===== src/rtl/hazard_ctrl.sv =====
// Pipeline hazard controller: memory-wait stalls with timeout, branch flushes,
// load-use interlock, operand forwarding select and a saturating stall counter.
module hazard_ctrl #(
  parameter int MAX_WAIT = 15,
  parameter int CNT_W    = 16
) (
  input  logic             clk,
  input  logic             rst,
  input  logic [4:0]       rs1_D,
  input  logic [4:0]       rs2_D,
  input  logic [4:0]       rs1_E,
  input  logic [4:0]       rs2_E,
  input  logic [4:0]       rd_E,
  input  logic             reg_wr_E,
  input  logic             mem_rd_E,
  input  logic [4:0]       rd_M,
  input  logic             reg_wr_M,
  input  logic             mem_rd_M,
  input  logic [4:0]       rd_W,
  input  logic             reg_wr_W,
  input  logic             branch_taken_E,
  input  logic             mem_req_M,
  input  logic             mem_ready,
  output logic             stall_F,
  output logic             stall_D,
  output logic             stall_E,
  output logic             stall_M,
  output logic             flush_D,
  output logic             flush_E,
  output logic [1:0]       fwd_a_E,
  output logic [1:0]       fwd_b_E,
  output logic             mem_timeout,
  output logic [CNT_W-1:0] stall_cnt
);

  localparam int WCNT_W = (MAX_WAIT < 2) ? 1 : $clog2(MAX_WAIT + 1);

  typedef enum logic [1:0] {
    RUN      = 2'b00,
    MEM_WAIT = 2'b01,
    ERR      = 2'b10
  } state_t;

  state_t            state_r;
  state_t            state_nxt_s;
  logic [WCNT_W-1:0] wcnt_r;
  logic [WCNT_W-1:0] wcnt_nxt_s;
  logic              mem_timeout_r;
  logic [CNT_W-1:0]  stall_cnt_r;
  logic              mem_wait_s;
  logic              load_use_s;

  // A writer in M only forwards if it is not a load; M takes priority over W.
  function automatic logic [1:0] fwd_sel(input logic [4:0] rs);
    if (reg_wr_M && !mem_rd_M && (rd_M != 5'd0) && (rd_M == rs)) begin
      return 2'b10;
    end else if (reg_wr_W && (rd_W != 5'd0) && (rd_W == rs)) begin
      return 2'b01;
    end else begin
      return 2'b00;
    end
  endfunction

  // Next-state and wait-counter logic for the data-memory handshake.
  always_comb begin
    state_nxt_s = state_r;
    wcnt_nxt_s  = wcnt_r;
    case (state_r)
      RUN: begin
        if (mem_req_M && !mem_ready) begin
          state_nxt_s = MEM_WAIT;
          wcnt_nxt_s  = WCNT_W'(1);
        end else begin
          state_nxt_s = RUN;
        end
      end
      MEM_WAIT: begin
        if (mem_ready) begin
          state_nxt_s = RUN;
        end else if (wcnt_r == WCNT_W'(MAX_WAIT)) begin
          state_nxt_s = ERR;
        end else begin
          wcnt_nxt_s = wcnt_r + WCNT_W'(1);
        end
      end
      ERR: begin
        state_nxt_s = ERR;
      end
      default: begin
        state_nxt_s = RUN;
        wcnt_nxt_s  = '0;
      end
    endcase
  end

  assign mem_wait_s = ((state_r == MEM_WAIT) && !mem_ready) ||
                      ((state_r == RUN) && mem_req_M && !mem_ready) ||
                      (state_r == ERR);
  assign load_use_s = mem_rd_E && reg_wr_E && (rd_E != 5'd0) &&
                      ((rd_E == rs1_D) || (rd_E == rs2_D));

  // Stall/flush priority: reset, memory wait, branch, load-use.
  always_comb begin
    stall_F = 1'b0;
    stall_D = 1'b0;
    stall_E = 1'b0;
    stall_M = 1'b0;
    flush_D = 1'b0;
    flush_E = 1'b0;
    if (!rst) begin
      flush_D = 1'b1;
      flush_E = 1'b1;
    end else if (mem_wait_s) begin
      stall_F = 1'b1;
      stall_D = 1'b1;
      stall_E = 1'b1;
      stall_M = 1'b1;
    end else if (branch_taken_E) begin
      flush_D = 1'b1;
      flush_E = 1'b1;
    end else if (load_use_s) begin
      stall_F = 1'b1;
      stall_D = 1'b1;
      flush_E = 1'b1;
    end else begin
      stall_F = 1'b0;
    end
  end

  assign fwd_a_E = rst ? fwd_sel(rs1_E) : 2'b00;
  assign fwd_b_E = rst ? fwd_sel(rs2_E) : 2'b00;

  // State, wait counter, sticky timeout flag and saturating stall counter.
  always_ff @(posedge clk) begin
    if (!rst) begin
      state_r       <= RUN;
      wcnt_r        <= '0;
      mem_timeout_r <= 1'b0;
      stall_cnt_r   <= '0;
    end else begin
      state_r       <= state_nxt_s;
      wcnt_r        <= wcnt_nxt_s;
      mem_timeout_r <= (state_nxt_s == ERR);
      if (stall_F && (stall_cnt_r != {CNT_W{1'b1}})) begin
        stall_cnt_r <= stall_cnt_r + CNT_W'(1);
      end
    end
  end

  assign mem_timeout = mem_timeout_r;
  assign stall_cnt   = stall_cnt_r;

endmodule

===== config.mk =====
export PLATFORM = sky130hd
export DESIGN_NAME = hazard_ctrl
export DESIGN_NICKNAME = d
export VERILOG_FILES = /design/src/rtl/hazard_ctrl.sv
export SDC_FILE = /design/constraint.sdc
export NUM_CORES = 1
export LEC_CHECK = 0
export ABC_AREA = 0
export CAP_MARGIN = 15
export CORE_UTILIZATION = 42
export CTS_CLUSTER_DIAMETER = 50
export CTS_CLUSTER_SIZE = 14
export DETAILED_ROUTE_END_ITERATION = 10
export GPL_ROUTABILITY_DRIVEN = 0
export HOLD_SLACK_MARGIN = 0.15
export PLACE_DENSITY_LB_ADDON = 0.08
export SYNTH_ARGS = -nofsm -noshare
export SYNTH_HDL_FRONTEND = slang
export SYNTH_SLANG_ARGS = --single-unit
export TNS_END_PERCENT = 10

===== constraint.sdc =====
create_clock -name clk -period 2.71 [get_ports clk]
set_clock_uncertainty 0.2 [all_clocks]
set_input_delay 0.542 -clock clk [delete_from_list [all_inputs] [get_ports clk]]
set_output_delay 0.542 -clock clk [all_outputs]
set_load 0.02 [all_outputs]

==> impl_metrics.toml <==
[outcome]
status = "finished clean"

[power]
peakVddDrop_uv = 199
total_power_uw = 786
intPower_uw = 574
seqPwrFrac_pct = 44.0
clockPowerShare_pct = 26.7
power_switching_share_pct = 27.0
switching_power_uw = 212
p_leak_nw = 1.01
pwr-share-comb_pct = 29.3
powerDensity_nw_per_um2 = 298

[placement]
dpl.hpwl_mm = 3.32
port_buffers = 71
dp_cells = 329

[clock_network]
clockBufferDepth = 2
cts_tree = "yes"
clkSlewWorstSetupHoldPaths_ps = 90
cts.sinks = 23
cts_hold_buf = 0
clk_latency_ps = 270
numCtsBuffers = 3
h-tree-depth = 1
cts_root_buffer = "clkbuf_8"

[floorplanning]
fp.dieH_um = 63.6
num_io_pins = 72
coreArea_sq_um = 3660
rows = 22
start_util_pct = 43.6
die_area_sq_um = 4050
die_width_um = 63.6

[yosys]
avgSynthCellArea_sq_um = 8.49
netlist.area_leader.share_pct = 28.9
synth_nets = 235
yosysWarnings = 0
ys_top_cells_by_count = "23 x dfxtp_1, 16 x xnor2_1, 16 x xor2_1"
syn-cell-area_sq_um = 1600
yosysUniqueCellTypes = 40
syn_inst = 188
yosysMostFrequentCell = "dfxtp_1"
synth_flop_cell = "dfxtp_1"
ys_ff_latch = 23
synthTopCellsByArea = "dfxtp_1 29%, xnor2_1 8.8%, xor2_1 8.8%"
synth_edf_count = 0
seq_area_frac_synth_pct = 28.9
synth_top_cell_by_area = "dfxtp_1"
async_flop_share_pct = 0

[timing]
fmax_ghz = 0.371
setup_viol = 0
relSlewSlack_pct = 75.8
fin_crit_ps = 2700
final_hold_viol_count = 0
rsz0062_at_grt = "yes"
worst_pin_slew_ps = 362
timing.final.crit_share_pct = 99.5
maxSlewViolCount = 0

[grt]
gr-total-overflow = 0
grt_max_degree = 29
grt_use_total_pct = 21.6
antenna_found_initial = 0
grt_pass1_wl_mm = 7.02
grt_pass1_vias = 1659

[worst_setup_path]
worstRegToRegCells = 7
cp.arrival_ps = 1950
r2r_slack_ps = 530
r2r-end = "stall_cnt[12]"
critPathRequiredTime_ps = 1970
path_common_cell = "buf_2"
cp_max_fo = 3
end_kind = "output pin"
slowest_stage = "or4_4"
critPathLaunch = "rd_W[4]"
critPathBufInv = 3
max_stage_delay_ps = 520
regToRegStartpoint = "stall_cnt[0]"
crit_family = "simple AND/OR/NAND/NOR gates"
crit_path_start_kind = "input pin"
critPathKind = "in2out"
path_cells = "buf_2 > buf_4 > xor2_1 > or4_4 > nor4_2 > buf_2"

[drt]
vias_per_cell = 5.14
drc = 0
post_drt_wl_per_cell_um = 12.8
wl_mm = 4.29
dr.pass1.iters = 4
first_iter_violations = 103
num_vias = 1722
antenna_left = 0

[cells_and_area]
nFillCells = 306
nNetsFinal = 335
area_growth_pct = 65.5
fin_cells = 335
diodes = 0
layout-drive-gt1-share_pct = 23.7

[run]
timing.max_cap.violations = 0

[worst_hold_path]
hold_class = "reg2reg"
min_to = "stall_cnt[4]"
hold_start = "stall_cnt[4]"
holdPathStages = 1
-- repair_timing --
action / CTS / global route
setup endpoints to repair: 10 / 8
resized for setup: 86 / 22
pin swaps: 10 / 9
buffers inserted: 1 / 1
-- worst register-to-register path, cell delays in order, from the launching register on --
cell      delay (ps)
dfxtp_1          360
ha_1             270
and4_1           240
a211oi_2         230
a22oi_2           90
buf_12           170
or4_1            390
a21oi_1          150
-- routing by layer --
metal	part of all wire, %	wire length (um)	vias to the layer above	global-route usage (%)
met2	54	2320	33	40.7
met4	1.7	72	0	5.11
met5	0	0	-	0
met1	42	1800	787	25.0
met3	2.1	91	8	3.26
li1	-	-	894	-
-- power groups by stage --
| stage | Sequential [mW] | Combinational (mW) | Clock [mW] |
|---|---|---|---|
| floorplan | 0.355 | 0.0901 | 0 |
| global placement | 0.354 | 0.225 | 0 |
| detailed placement | 0.354 | 0.226 | 0 |
| CTS | 0.346 | 0.220 | 0.216 |
| global route | 0.347 | 0.248 | 0.232 |
| finish | 0.346 | 0.230 | 0.210 |
-- cell families (layout without fill, tap and decap cells) --
logic type,count (synthesis),after routing,share of synthesized area (%)
AO/OA/AOI/OAI,46,46,20.9
XOR/XNOR,32,32,17.6
adder cells (fa/ha/maj),2,2,1.57
buffers and inverters,14,113,5.41
flip-flops,23,23,28.9
multiplexers,2,2,1.25
AND/OR/NAND/NOR,69,69,24.4
-- stage by stage --
stage	area [sq um]	setup WS (ps)	TNS (ps)	util [%]	hold slack, ps
5_1_grt	2640	-17.5	-17.5	72.1	331
2_1_floorplan	1600	-91.4	-91.4	-	282
3_5_place_dp	2550	-814	-6690	69.5	294
3_3_place_gp	2550	-766	-6430	69.5	279
6_report	2640	13.8	0	72.1	306
4_1_cts	2580	0.611	0	70.5	305
-- worst max path at each step --
stage,to,slack [ps],cells past startpoint
2_1_floorplan,fwd_b_E[0],-90,4
3_3_place_gp,fwd_b_E[0],-770,6
3_5_place_dp,fwd_b_E[0],-810,6
4_1_cts,stall_D,0.6,6
5_1_grt,fwd_b_E[1],-20,6
6_report,fwd_a_E[0],10,6
-- registers in the layout (all words and copies together), names as in the netlist --
name and count:
mem_timeout 1, state_r 2, wcnt_r 4, stall_cnt 16
-- cell type report --
type | instances | area, sq um | area share, %
sequential | 23 | 460 | 17.4
clock buffer | 3 | 41.3 | 1.56
inverter | 6 | 22.5 | 0.853
tap | 48 | 60.1 | 2.27
multi-input combinational | 151 | 1130 | 42.9
timing repair buffer | 103 | 918 | 34.8
clock inverter | 1 | 5.00 | 0.190
-- cells in the final DEF (no fill, tap or decap), types with 2 or more instances in the layout --
cell type and n:
clkdlybuf4s50_1 36, buf_4 30, dfxtp_1 23, xnor2_1 16, xor2_1 16, a21oi_1 14, dlygate4sd2_1 12, nand3_1 11
nor2_1 10, nand2_1 9, o211ai_1 7, o31ai_1 7, o21ai_0 7, clkdlybuf4s15_1 7, buf_2 7, or3_1 6
buf_6 6, inv_1 5, or4_1 4, nand4_1 4, or4_4 3, nor4_1 3, and3_1 3, and4_1 3
clkbuf_8 3, nor4_4 2, and2_1 2, nand2b_1 2, mux2i_1 2, ha_1 2, clkbuf_2 2, dlymetal6s2s_1 2
Power figures use the tool's default switching activity.
